<file path="config.mk">
export PLATFORM = sky130hd
export DESIGN_NAME = ras_ckpt
export DESIGN_NICKNAME = d
export VERILOG_FILES = /design/src/rtl/ras_ckpt.sv
export SDC_FILE = /design/constraint.sdc
export NUM_CORES = 1
export LEC_CHECK = 0
export BUFFER_PORTS_ARGS = -buffer_cell sky130_fd_sc_hd__buf_2
export CAP_MARGIN = 20
export CORE_UTILIZATION = 50
export CTS_CLUSTER_DIAMETER = 60
export DETAILED_ROUTE_END_ITERATION = 6
export PLACE_DENSITY = 0.66
export SLEW_MARGIN = 20
export SYNTH_ARGS = -nofsm -noshare
export SYNTH_HDL_FRONTEND = slang
export SYNTH_SLANG_ARGS = --single-unit
</file>
<file path="constraint.sdc">
create_clock -name i_clk -period 8.6 [get_ports i_clk]
set_input_delay 1.29 -clock i_clk [delete_from_list [all_inputs] [get_ports i_clk]]
set_output_delay 1.29 -clock i_clk [all_outputs]
set_load 0.01 [all_outputs]
</file>
<file path="src/rtl/ras_ckpt.sv">
// ras_ckpt -- return-address stack with per-branch checkpoints.
//
// Calls push a return address and returns pop one. The top of stack is
// presented, registered, as the predicted return address for fetch. Every issued
// branch may take a checkpoint of the pre-cycle stack pointer, occupancy and top
// entry. Branches commit in order: a correct prediction releases the oldest
// checkpoint, and a misprediction restores the stack from the oldest checkpoint
// and discards all of them.
//
// Ports
//   i_clk          clock
//   i_reset        synchronous active-high reset (empties stack and checkpoints)
//   i_push         call issued this cycle
//   i_push_addr    return address to push
//   i_pop          return issued this cycle
//   i_ckpt_valid   branch issue requests a checkpoint
//   o_ckpt_ready   a checkpoint can be taken this cycle
//   i_release      oldest branch committed with a correct prediction
//   i_flush        oldest branch committed mispredicted; restore from its checkpoint
//   o_ret_addr     predicted return address (top of stack)
//   o_ret_valid    occupancy is non-zero
//   o_ckpt_count   number of live checkpoints
//   o_overflow     sticky: push-only while the stack was full
//   o_underflow    sticky: pop-only while the stack was empty
module ras_ckpt #(
  parameter int ADDR_W = 14,
  parameter int DEPTH  = 16,
  parameter int N_CKPT = 4,
  localparam int SP_W  = $clog2(DEPTH),
  localparam int OCC_W = $clog2(DEPTH + 1),
  localparam int CNT_W = $clog2(N_CKPT + 1)
) (
  input  logic              i_clk,
  input  logic              i_reset,
  input  logic              i_push,
  input  logic [ADDR_W-1:0] i_push_addr,
  input  logic              i_pop,
  input  logic              i_ckpt_valid,
  output logic              o_ckpt_ready,
  input  logic              i_release,
  input  logic              i_flush,
  output logic [ADDR_W-1:0] o_ret_addr,
  output logic              o_ret_valid,
  output logic [CNT_W-1:0]  o_ckpt_count,
  output logic              o_overflow,
  output logic              o_underflow
);

  localparam logic [OCC_W-1:0] OCC_FULL = OCC_W'(DEPTH);
  localparam logic [CNT_W-1:0] CNT_MAX  = CNT_W'(N_CKPT);

  // Stack storage is deliberately not reset; occupancy says which entries matter.
  logic [ADDR_W-1:0] r_stack [DEPTH];
  logic [SP_W-1:0]   r_sp;
  logic [OCC_W-1:0]  r_occ;

  // Checkpoint FIFO as a shift register; index 0 is always the oldest branch.
  logic [SP_W-1:0]   r_ck_sp  [N_CKPT];
  logic [OCC_W-1:0]  r_ck_occ [N_CKPT];
  logic [ADDR_W-1:0] r_ck_top [N_CKPT];
  logic [CNT_W-1:0]  r_ckpt_count;

  logic [ADDR_W-1:0] r_ret_addr;
  logic              r_ret_valid;
  logic              r_overflow;
  logic              r_underflow;

  logic              w_ckpt_ready;
  logic              w_rel_eff;
  logic              w_alloc;
  logic              w_flush_eff;
  logic [CNT_W-1:0]  w_wr_idx;
  logic [CNT_W-1:0]  w_cnt_next;
  logic [SP_W-1:0]   w_sp_next;
  logic [OCC_W-1:0]  w_occ_next;
  logic              w_we;
  logic [SP_W-1:0]   w_waddr;
  logic [ADDR_W-1:0] w_wdata;
  logic              w_set_ov;
  logic              w_set_un;
  logic [ADDR_W-1:0] w_ret_next;

  // Checkpoint handshake and FIFO bookkeeping; flush overrides alloc and release.
  always_comb begin
    w_ckpt_ready = (r_ckpt_count < CNT_MAX) || i_release;
    w_rel_eff    = i_release && (r_ckpt_count != CNT_W'(0)) && !i_flush;
    w_alloc      = i_ckpt_valid && w_ckpt_ready && !i_flush;
    w_flush_eff  = i_flush && (r_ckpt_count != CNT_W'(0));
    // A same-cycle release shifts the FIFO first, so the new entry lands one slot lower.
    w_wr_idx     = r_ckpt_count - CNT_W'(w_rel_eff);
    if (i_flush) begin
      w_cnt_next = CNT_W'(0);
    end else begin
      case ({w_alloc, w_rel_eff})
        2'b10:   w_cnt_next = r_ckpt_count + CNT_W'(1);
        2'b01:   w_cnt_next = r_ckpt_count - CNT_W'(1);
        default: w_cnt_next = r_ckpt_count;
      endcase
    end
  end

  // Next stack pointer, occupancy and single stack write for this cycle.
  always_comb begin
    w_sp_next  = r_sp;
    w_occ_next = r_occ;
    w_we       = 1'b0;
    w_waddr    = r_sp;
    w_wdata    = i_push_addr;
    w_set_ov   = 1'b0;
    w_set_un   = 1'b0;
    if (w_flush_eff) begin
      // Only the checkpointed top entry is rewritten; deeper entries are trusted.
      w_sp_next  = r_ck_sp[0];
      w_occ_next = r_ck_occ[0];
      w_we       = 1'b1;
      w_waddr    = r_ck_sp[0];
      w_wdata    = r_ck_top[0];
    end else if (i_flush) begin
      // Nothing to restore from: hold the stack as it is.
      w_sp_next  = r_sp;
    end else begin
      case ({i_push, i_pop})
        2'b10: begin
          w_sp_next  = r_sp + SP_W'(1);
          w_we       = 1'b1;
          w_waddr    = r_sp + SP_W'(1);
          w_set_ov   = (r_occ == OCC_FULL);
          w_occ_next = (r_occ == OCC_FULL) ? r_occ : r_occ + OCC_W'(1);
        end
        2'b01: begin
          // The pointer keeps moving even on an empty stack.
          w_sp_next  = r_sp - SP_W'(1);
          w_set_un   = (r_occ == OCC_W'(0));
          w_occ_next = (r_occ == OCC_W'(0)) ? r_occ : r_occ - OCC_W'(1);
        end
        2'b11: begin
          w_we       = 1'b1;
          w_waddr    = r_sp;
          w_occ_next = (r_occ == OCC_W'(0)) ? OCC_W'(1) : r_occ;
        end
        default: begin
          w_sp_next  = r_sp;
        end
      endcase
    end
    // Forward the write so the new top is visible one cycle after the push.
    if (w_we && (w_waddr == w_sp_next)) begin
      w_ret_next = w_wdata;
    end else begin
      w_ret_next = r_stack[w_sp_next];
    end
  end

  // Stack entry write.
  always_ff @(posedge i_clk) begin
    if (!i_reset && w_we) begin
      r_stack[w_waddr] <= w_wdata;
    end
  end

  // Checkpoint FIFO shift on release and capture of pre-cycle state on alloc.
  always_ff @(posedge i_clk) begin
    if (!i_reset && !i_flush) begin
      if (w_rel_eff) begin
        for (int i = 0; i < N_CKPT - 1; i++) begin
          r_ck_sp[i]  <= r_ck_sp[i+1];
          r_ck_occ[i] <= r_ck_occ[i+1];
          r_ck_top[i] <= r_ck_top[i+1];
        end
      end
      if (w_alloc) begin
        for (int i = 0; i < N_CKPT; i++) begin
          if (CNT_W'(i) == w_wr_idx) begin
            r_ck_sp[i]  <= r_sp;
            r_ck_occ[i] <= r_occ;
            r_ck_top[i] <= r_stack[r_sp];
          end
        end
      end
    end
  end

  // Pointer, occupancy, checkpoint count, registered outputs and sticky flags.
  always_ff @(posedge i_clk) begin
    if (i_reset) begin
      r_sp         <= SP_W'(DEPTH - 1);
      r_occ        <= OCC_W'(0);
      r_ckpt_count <= CNT_W'(0);
      r_ret_addr   <= ADDR_W'(0);
      r_ret_valid  <= 1'b0;
      r_overflow   <= 1'b0;
      r_underflow  <= 1'b0;
    end else begin
      r_sp         <= w_sp_next;
      r_occ        <= w_occ_next;
      r_ckpt_count <= w_cnt_next;
      r_ret_addr   <= w_ret_next;
      r_ret_valid  <= (w_occ_next != OCC_W'(0));
      r_overflow   <= r_overflow | w_set_ov;
      r_underflow  <= r_underflow | w_set_un;
    end
  end

  assign o_ckpt_ready = w_ckpt_ready;
  assign o_ret_addr   = r_ret_addr;
  assign o_ret_valid  = r_ret_valid;
  assign o_ckpt_count = r_ckpt_count;
  assign o_overflow   = r_overflow;
  assign o_underflow  = r_underflow;

endmodule

</file>
==> flow_metrics.tcl, run 1 <==
set metrics [dict create \
    top_level_ports 42 \
    tightestPinTransition_ns 1.08 \
    violation_count_after_the_first_detailed_routing_iteration 1294 \
    die_height_um 183 \
    number_of_remaining_drc_errors 0 \
    detail_route.wirelength_mm 43.8 \
    place.detailed.instances 1720 \
    syn_area_mm2 0.0164 \
    cts_made_buffers 37 \
    synthToLayoutAreaGrowth_pct 12.1 \
    fin_worst_skew_ns 0.0186 \
    num_rows 65 \
    outcome "finished clean" \
    grt_start_max_net_pins 86 \
    layout.filler_cells 2622 \
    timing.hold.worst_path_depth 2 \
    min_period_ns 4.34 \
    timing.slew.headroom_pct 28.2 \
    layout.nets 1360 \
    worstHoldPathType "reg2reg" \
    crit_type "in2reg" \
    mostFrequentLayoutCells "edfxtp_1 (316), nand2_1 (258), nand3_1 (105)" \
    area_of_all_placed_cells_without_fillers_mm2 0.0183 \
    synth-seq-cells 345 \
    post_route_met1_wirelength_mm 18.6 \
    timing.setup.tns_ns 0 \
    cts_tree "built" \
    die_x_um 183 \
    synth_edf_count 316 \
    clk_latency_ns 0.52 \
    number_of_antenna_violations_at_the_first_check_in_global_routing 0 \
    max_cap_viol_count 0 \
    cp_data_arrival_time_ns 4.74 \
    die_area_mm2 0.0334 \
    initial_utilization_pct 51.3 \
    hold_viol_final 0 \
    met2RoutedLength_mm 19.5 \
    track_usage_pct 26.5 \
    clock_tree_buf_depth 3 \
    grt_pass1_wl_mm 65.5 \
    fmaxAchievable_ghz 0.230 \
    clock-sinks 345 \
    drive_gt1_share_pct 19.7 \
    post_cts_hold_buffer_count 0 \
    highest-signal-layer "met4" \
    antenna_left 0 \
    postCtsResizedCells 0 \
    pwr_density_cell_mw_per_mm2 224 \
    count_of_input_and_output_buffers 41 \
    critical_path_required_ns 9.00 \
    final-instance-count-excl-fill 1788 \
    final.period_utilization_pct 50.5 \
    root_buf_cell "clkbuf_16" \
    clkTransAtPathRegs_ns 0.06 \
    coreArea_mm2 0.0319 \
    layout.cells.most_common "edfxtp_1" \
    worst_r2r_path_depth 12 \
    portion_of_the_post_synthesis_area_used_by_sequential_elements_pct 61.6 \
    synth.distinct_cells 54 \
    wl_per_cell_um 24.5 \
    placement.cell_area_mm2 0.0171 \
    max_vdd_drop_uv 228 \
    slew_violations 0 \
    clock_h_tree_levels 2 \
    critical_path.startpoint_type "input port" \
    synth.avg_cell_area_um2 12.6 \
    finalWeightedCongestion 0.878 \
    finalSetupViolCount 0 \
    insertedDiodeCount 0 \
    p_leak_nw 6.86 \
    wl_met3_mm 4.37 \
    overflow 0 \
    vias_in_the_first_global_route 10600 \
    routed-via-count 11200 \
    crit_path_max_fanout 63 \
    syn-instance-count 1295 \
    ys.flop_type "edfxtp_1" \
    detail_route.vias_per_cell 6.25 \
    proportion_of_synthesized_flip_flops_having_asynchronous_set_or_reset_pct 0 \
    drt_pass1_iterations 5 \
    critPathCaptureType "flip-flop" \
    p_total_mw 4.11 \
    detailedPlacementHpwl_mm 25.8 \
    synth_fp_nets 1331 \
    yosys_warnings 0 \
    cts.repair_timing.setup_buffer_count 0 \
    rsz0062_at_grt "false" \
]
## final cells by class
cell class                 count  area, um2  area share [%]
sequential                   345      10100            54.9
timing repair buffer          78        483            2.63
inverter                      15       56.3           0.307
clock buffer                  51       1070            5.84
clock inverter                17        168           0.914
tap                          435        544            2.97
multi-input combinational    847       5940            32.4
## critical path: stages
cell and delay, ns:
buf_2 0.10, inv_1 0.06, ha_1 0.35, nor2b_1 0.42
nor2_1 0.15, o31ai_4 0.22, buf_4 0.56, buf_4 0.78
mux2i_1 0.28, mux2i_1 0.11, a32oi_1 0.25, a31oi_1 0.10
## final timing paths
kind	from	endpoint	slack (ns)
max	i_push	o_ret_addr[0]	4.26
min	o_overflow	o_overflow	0.47
max reg2reg	r_sp[1]	o_ret_addr[8]	4.53
min reg2reg	o_overflow	o_overflow	0.47
## layer usage
metal  global-route usage (%)  vias to the layer above
met5                        0                        -
met4                     9.07                        0
met3                     3.99                       87
met2                     40.2                      606
met1                     39.0                     5552
li1                         -                     4923
## synth_stat cells, types with 2 or more instances
cell | number | area share [%]
edfxtp_1 | 316 | 58
nand2_1 | 259 | 5.9
nand3_1 | 105 | 3.2
mux2i_1 | 103 | 6.3
mux2_2 | 66 | 4.5
clkbuf_1 | 64 | 1.5
nor2_1 | 51 | 1.2
a31oi_1 | 31 | 1.2
mux4_2 | 30 | 4.1
dfxtp_1 | 29 | 3.5
o21ai_0 | 24 | 0.73
a21oi_1 | 22 | 0.67
a32oi_1 | 15 | 0.80
inv_1 | 15 | 0.34
a221oi_1 | 14 | 0.75
a22oi_1 | 14 | 0.64
ha_1 | 14 | 1.1
nand2b_1 | 14 | 0.54
a31o_2 | 13 | 0.70
buf_1 | 12 | 0.28
nor3_1 | 11 | 0.34
buf_2 | 10 | 0.31
nor2b_1 | 9 | 0.34
xor2_1 | 8 | 0.43
xnor2_1 | 5 | 0.27
and3_1 | 3 | 0.11
o31ai_1 | 3 | 0.14
a211oi_1 | 2 | 0.092
and2_1 | 2 | 0.076
buf_6 | 2 | 0.14
o211ai_1 | 2 | 0.092
o221ai_1 | 2 | 0.11
o22ai_1 | 2 | 0.076
o31a_1 | 2 | 0.11
or3_1 | 2 | 0.076
## flip-flops by register name (all words and copies together) (netlist names)
register	count
o_ckpt_count	3
o_overflow	1
o_ret_addr	14
o_ret_valid	1
o_underflow	1
r_ck_occ	20
r_ck_sp	16
r_ck_top	56
r_occ	5
r_sp	4
r_stack	224
## per-stage QoR
stage | setup WS, ns | util (%) | hold WS [ns]
6_report | 4.26 | 57.5 | 0.475
5_1_grt | 4.04 | 57.5 | 0.496
4_1_cts | 3.84 | 57.5 | 0.473
3_5_place_dp | 3.30 | 53.6 | 0.457
3_3_place_gp | 3.42 | 53.6 | 0.450
2_1_floorplan | 3.66 | - | 0.403
## cells by family (layout without fill, tap and decap cells)
family / Yosys count / in the layout / synth area share (%)
simple gates: 464 / 464 / 12.2
xor+xnor: 13 / 13 / 0.696
mux: 199 / 199 / 15.0
fa+ha+maj: 15 / 15 / 1.19
flops: 345 / 345 / 61.6
compound gates: 156 / 156 / 6.84
buf+inv: 103 / 161 / 2.53
## power by group
part / switching (mW) / internal (mW) / total (mW)
Clock: 0.644 / 0.964 / 1.61
Combinational: 0.398 / 0.201 / 0.599
Sequential: 0.0249 / 1.87 / 1.90
Total: 1.07 / 3.04 / 4.11
No activity file was read; power rests on OpenSTA's default activity.
==> run 2, diff against run 1 <==
--- a/config.mk
+++ b/config.mk
@@ -5,6 +5,7 @@
 export SDC_FILE = /design/constraint.sdc
 export NUM_CORES = 1
 export LEC_CHECK = 0
+export ABC_AREA = 1
 export BUFFER_PORTS_ARGS = -buffer_cell sky130_fd_sc_hd__buf_2
 export CAP_MARGIN = 20
 export CORE_UTILIZATION = 50
==> constraint.sdc (replaced) <==
create_clock -name i_clk -period 4.1 [get_ports i_clk]
set_input_delay 0.615 -clock i_clk [delete_from_list [all_inputs] [get_ports i_clk]]
set_output_delay 0.615 -clock i_clk [all_outputs]
set_load 0.01 [all_outputs]
==> run 2 against run 1 <==
Effect of this change:
- synthesized cell count up 47%
- utilization down 1.3 points
- routed wire length up 21%
- area after synthesis up 7.8%
- first-iteration DRC count up 41%
- sequential power up 110%
- non-clock buffer count up 17
- cell count up 34%
- sequential share of layout area down 3.2 points
- clock-buffer cell count down 2
- power up 110%
- cell area up 6.2%
- largest cell class unchanged
- highest routed layer unchanged
==> flow_metrics.tcl, run 2 <==
set metrics [dict create \
    outcome "finished clean" \
    ys.flop_type "edfxtp_1" \
    fin_worst_skew_ns 0.0263 \
    synth.top_cell.area_share_pct 53.8 \
    path_depth 12 \
    die_height_um 190 \
    grt_start_max_net_pins 178 \
    critical-path-top-cell-by-count "nand2_2" \
    worstHoldPathType "in2reg" \
    num_rows 68 \
    finalSetupViolCount 0 \
    synth.largest_area_cell "edfxtp_1" \
    finalWeightedCongestion 0.920 \
    insertedDiodeCount 0 \
    cts.repair_timing.setup_buffer_count 0 \
    clock_tree_buf_depth 3 \
    synth_top_cells_by_area "edfxtp_1 (54%), nand3_1 (9.1%), nand2_1 (6.9%)" \
    critPathCaptureType "flip-flop" \
    layout.cells.most_common "nand2_1" \
    initial_utilization_pct 50.9 \
    syn_area_mm2 0.0176 \
    cp_top_family "simple AND/OR/NAND/NOR gates" \
    layout.nets 1952 \
    routed-via-count 14300 \
    cp_peak_stage_delay_ns 0.53 \
    max_vdd_drop_uv 335 \
    synth_fp_nets 1937 \
    cts_tree "built" \
    reg2reg_setup_slack_ns 0.85 \
    clock-sinks 345 \
    root_buf_cell "clkbuf_16" \
    detail_route.wirelength_mm 52.9 \
    syn-instance-count 1901 \
    p_leak_nw 7.96 \
    number_of_remaining_drc_errors 0 \
    yosys.cell_count.top_type "nand2_1" \
    wl_per_cell_um 22.1 \
    track_usage_pct 29.8 \
    mostFrequentLayoutCells "nand2_1 (322), nand3_1 (320), edfxtp_1 (316)" \
    postCtsResizedCells 0 \
    timing.setup.tns_ns 0 \
    yosys_warnings 0 \
    clock_h_tree_levels 2 \
    post-route-util_pct 56.2 \
    synth_edf_count 316 \
    crit_type "reg2reg" \
    synth-seq-cells 345 \
    min_period_ns 3.25 \
    coreArea_mm2 0.0346 \
    violation_count_after_the_first_detailed_routing_iteration 1819 \
    post-place-ws_ns 0.780 \
    critical_path_required_ns 4.57 \
    max_cap_viol_count 0 \
    place.detailed.instances 2331 \
    number_of_antenna_violations_at_the_first_check_in_global_routing 0 \
    cp.buffers_inverters 4 \
    critical_path.startpoint_type "flip-flop" \
    overflow 0 \
    synth.avg_cell_area_um2 9.28 \
    detailedPlacementHpwl_mm 32.5 \
    detail_route.vias_per_cell 5.97 \
    cp_cell_sequence "buf_4, inv_2, nand2_1, o21ai_2, inv_2, nand2_2, nand2_2, nand2_4, nand2_2, nand3_1, nand2_1, inv_1" \
    biggestRegsByFlops "r_stack: 224 flops, r_ck_top: 56 flops, r_ck_occ: 20 flops" \
    synth_commonest_cells "nand2_1 (322), nand3_1 (321), edfxtp_1 (316)" \
    fin_hold_ws_ns 0.396 \
    max_flop_register "r_stack" \
    post_cts_hold_buffer_count 0 \
    synthToLayoutAreaGrowth_pct 10.3 \
    hold_viol_final 0 \
    area_of_all_placed_cells_without_fillers_mm2 0.0195 \
    grt_pass1_wl_mm 80.2 \
    final.period_utilization_pct 79.2 \
    largest_reg_flops 224 \
    final-instance-count-excl-fill 2398 \
    proportion_of_synthesized_flip_flops_having_asynchronous_set_or_reset_pct 0 \
    die_x_um 190 \
    fmaxAchievable_ghz 0.308 \
    vias_in_the_first_global_route 13400 \
    synth.distinct_cells 43 \
    cts_made_buffers 38 \
    pwr_density_cell_mw_per_mm2 448 \
    die_area_mm2 0.0360 \
    timing.hold.worst_path_depth 2 \
    antenna_left 0 \
    tightestPinTransition_ns 0.896 \
    portion_of_the_post_synthesis_area_used_by_sequential_elements_pct 57.1 \
    rsz0062_at_grt "false" \
    p_total_mw 8.71 \
    clk_latency_ns 0.55 \
    placement.cell_area_mm2 0.0183 \
    drt_pass1_iterations 6 \
    final.setup.worst_slack_ns 0.853 \
    clkTransAtPathRegs_ns 0.06 \
    cp_data_arrival_time_ns 3.72 \
    slew_violations 0 \
    worst_r2r_path_depth 12 \
    timing.slew.headroom_pct 40.2 \
    drive_gt1_share_pct 11.4 \
    crit_path_max_fanout 21 \
    count_of_input_and_output_buffers 41 \
    critPathSlowestCell "inv_2" \
    top_level_ports 42 \
]
==> run 2: final cells by class <==
type | count | area, um2
clock buffers | 49 | 992
clock inverters | 18 | 160
fillers | 2958 | 15200
inverters | 259 | 977
multi-input cells | 1177 | 6020
flip-flops and latches | 345 | 10100
well taps | 455 | 569
repair buffers | 95 | 673
==> run 2: where the power goes <==
part | internal [mW] | switching, mW
Clock | 1.84 | 1.41
Sequential | 3.93 | 0.0591
Combinational | 0.407 | 1.07
Total | 6.18 | 2.54
==> run 2: layer usage <==
layer / GRT usage, % / part of all wire, % / vias up
met1: 41.2 / 41 / 6823
met3: 5.50 / 10 / 147
met5: 0 / 0 / -
met4: 15.0 / 4.8 / 0
met2: 45.0 / 45 / 814
li1: - / - / 6542
==> run 2: kinds of logic (layout without fill, tap and decap cells) <==
group / after synthesis / in the layout / synth area share, %
fa+ha+maj: 15 / 15 / 1.11
simple gates: 841 / 841 / 22.7
compound gates: 314 / 314 / 9.72
xor+xnor: 7 / 7 / 0.348
flops: 345 / 345 / 57.1
buf+inv: 379 / 421 / 9.07
==> run 2: final timing paths <==
kind	startpoint	to
worst min register to register	o_overflow	o_overflow
worst max-delay path	r_sp[3]	o_ret_addr[2]
worst min-delay path	i_reset	r_occ[0]
worst max register to register	r_sp[3]	o_ret_addr[2]
==> run 3, diff against run 2 <==
==> constraint.sdc (replaced) <==
create_clock -name i_clk -period 3.2 [get_ports i_clk]
set_input_delay 0.48 -clock i_clk [delete_from_list [all_inputs] [get_ports i_clk]]
set_output_delay 0.48 -clock i_clk [all_outputs]
set_load 0.01 [all_outputs]
==> run 3 against run 2 <==
Effect of this change:
- the flow now finishes with violations (DRC)
- sequential share of layout area down 0.74 points
- clock-buffer cell count up 2
- utilization up 0.82 points
==> flow_metrics.tcl, run 3 (synthesized netlist as in run 2, its figures left out) <==
set metrics [dict create \
    die_x_um 190 \
    number_of_remaining_drc_errors 1 \
    rsz0062_at_grt "false" \
    synthToLayoutAreaGrowth_pct 12.0 \
    largest_reg_flops 224 \
    p_seq_share_pct 44.6 \
    fin_worst_skew_ns 0.0209 \
    clkTransAtPathRegs_ns 0.06 \
    grt_start_max_net_pins 152 \
    layout.nets 1968 \
    postCtsResizedCells 0 \
    cell_internal_pwr_mw 8.16 \
    slew_violations 0 \
    power.share.switching_pct 28.6 \
    vias_in_the_first_global_route 13500 \
    cts_made_buffers 39 \
    p_sw_mw 3.26 \
    die_area_mm2 0.0360 \
    crit_type "reg2reg" \
    track_usage_pct 28.8 \
    p_leak_nw 8.14 \
    fin_hold_ws_ns 0.261 \
    cts.repair_timing.setup_buffer_count 0 \
    clock_tree_buf_depth 3 \
    worstHoldPathType "in2reg" \
    placement.cell_area_mm2 0.0185 \
    die_height_um 190 \
    wl_per_cell_um 21.4 \
    outcome "finished with violations" \
    final.period_utilization_pct 84.6 \
    min_period_ns 2.71 \
    num_rows 68 \
    max_vdd_drop_uv 502 \
    max_flop_register "r_stack" \
    clock-sinks 345 \
    critPathCaptureType "flip-flop" \
    insertedDiodeCount 0 \
    detail_route.wirelength_mm 51.8 \
    finalWeightedCongestion 0.881 \
    routed-via-count 14300 \
    clock_power_share_pct 38.6 \
    max_cap_viol_count 0 \
    clock_h_tree_levels 2 \
    grt_pass1_wl_mm 78.7 \
    mostFrequentLayoutCells "nand2_1 (322), nand3_1 (320), edfxtp_1 (316)" \
    drive_gt1_share_pct 12.6 \
    detail_route.vias_per_cell 5.93 \
    critical_path_required_ns 3.59 \
    fmaxAchievable_ghz 0.369 \
    pwr_density_cell_mw_per_mm2 578 \
    timing.setup.tns_ns 0 \
    overflow 0 \
    timing.slew.headroom_pct 52.6 \
    violations "DRC" \
    critical_path.startpoint_type "flip-flop" \
    violation_count_after_the_first_detailed_routing_iteration 1917 \
    antenna_left 0 \
    cp_data_arrival_time_ns 3.10 \
    combinationalPowerShare_pct 16.9 \
    layout.cells.most_common "nand2_1" \
    root_buf_cell "clkbuf_16" \
    number_of_antenna_violations_at_the_first_check_in_global_routing 0 \
    coreArea_mm2 0.0346 \
    detailedPlacementHpwl_mm 32.5 \
    clk_latency_ns 0.54 \
    area_of_all_placed_cells_without_fillers_mm2 0.0197 \
    post_cts_hold_buffer_count 0 \
    biggestRegsByFlops "r_stack: 224 flops, r_ck_top: 56 flops, r_ck_occ: 20 flops" \
    tightestPinTransition_ns 0.711 \
    count_of_input_and_output_buffers 41 \
    finalSetupViolCount 0 \
    crit_path_max_fanout 151 \
    cts_tree "built" \
    drt_pass1_iterations 7 \
    initial_utilization_pct 50.9 \
    hold_viol_final 0 \
    top_level_ports 42 \
]
==> run 3: cell count changes in the layout (fill, tap and decap cells not counted), sizes merged <==
cell,delta
clkinvlp,-2
clkbuf,+2
clkinv,+3
inv,+1
buf,+15
==> run 3: final cells by class <==
type	count	area, um2
Sequential cell	345	10100
Multi-Input combinational cell	1177	6030
Timing Repair Buffer	110	836
Clock inverter	20	174
Fill cell	2950	14900
Clock buffer	51	1090
Inverter	259	977
Tap cell	455	569
==> run 3: worst max-delay path: stages, from the launching register on <==
cell and delay, ns:
dfxtp_4 0.40, buf_12 0.40, buf_4 0.56, a21oi_1 0.12, o21ai_0 0.13, nand2_1 0.09
a31oi_1 0.26, nand3_1 0.22, a31oi_1 0.18
==> run 3: routing by layer <==
metal / vias up / track usage, % / wire [um] / share of wire, %
met5: - / 0 / 0 / 0
met4: 0 / 12.8 / 2150 / 4.2
met3: 141 / 5.68 / 4640 / 9.0
met2: 749 / 46.4 / 24400 / 47
met1: 6853 / 37.8 / 20600 / 40
li1: 6581 / - / - / -
==> run 3: path summary, 6_finish.rpt <==
check	from	to	slack, ns	depth (start not counted)
setup reg to reg	r_sp[0]	r_ck_top[2][9]	0.49	8
setup / recovery	r_sp[0]	r_ck_top[2][9]	0.49	8
hold / removal	i_reset	r_occ[4]	0.26	2
hold reg to reg	o_overflow	o_overflow	0.47	2
==> run 3: per-stage QoR <==
step	utilization, %	power [mW]	setup WS (ns)	instances
after floorplan	-	6.42	0.200	1901
after global placement	53.4	7.05	0.375	2346
after detailed placement	53.4	7.07	0.204	2346
after CTS	57.0	11.5	0.489	2417
after global routing	57.0	11.8	0.147	2417
final	57.0	11.4	0.492	2417
==> run 3: power by group through the flow <==
stage	combinational, mW	clock (mW)	sequential [mW]
2_1_floorplan	1.25	0	5.18
3_3_place_gp	1.86	0	5.19
3_5_place_dp	1.89	0	5.19
4_1_cts	1.90	4.48	5.09
5_1_grt	2.09	4.64	5.10
6_report	1.93	4.41	5.09
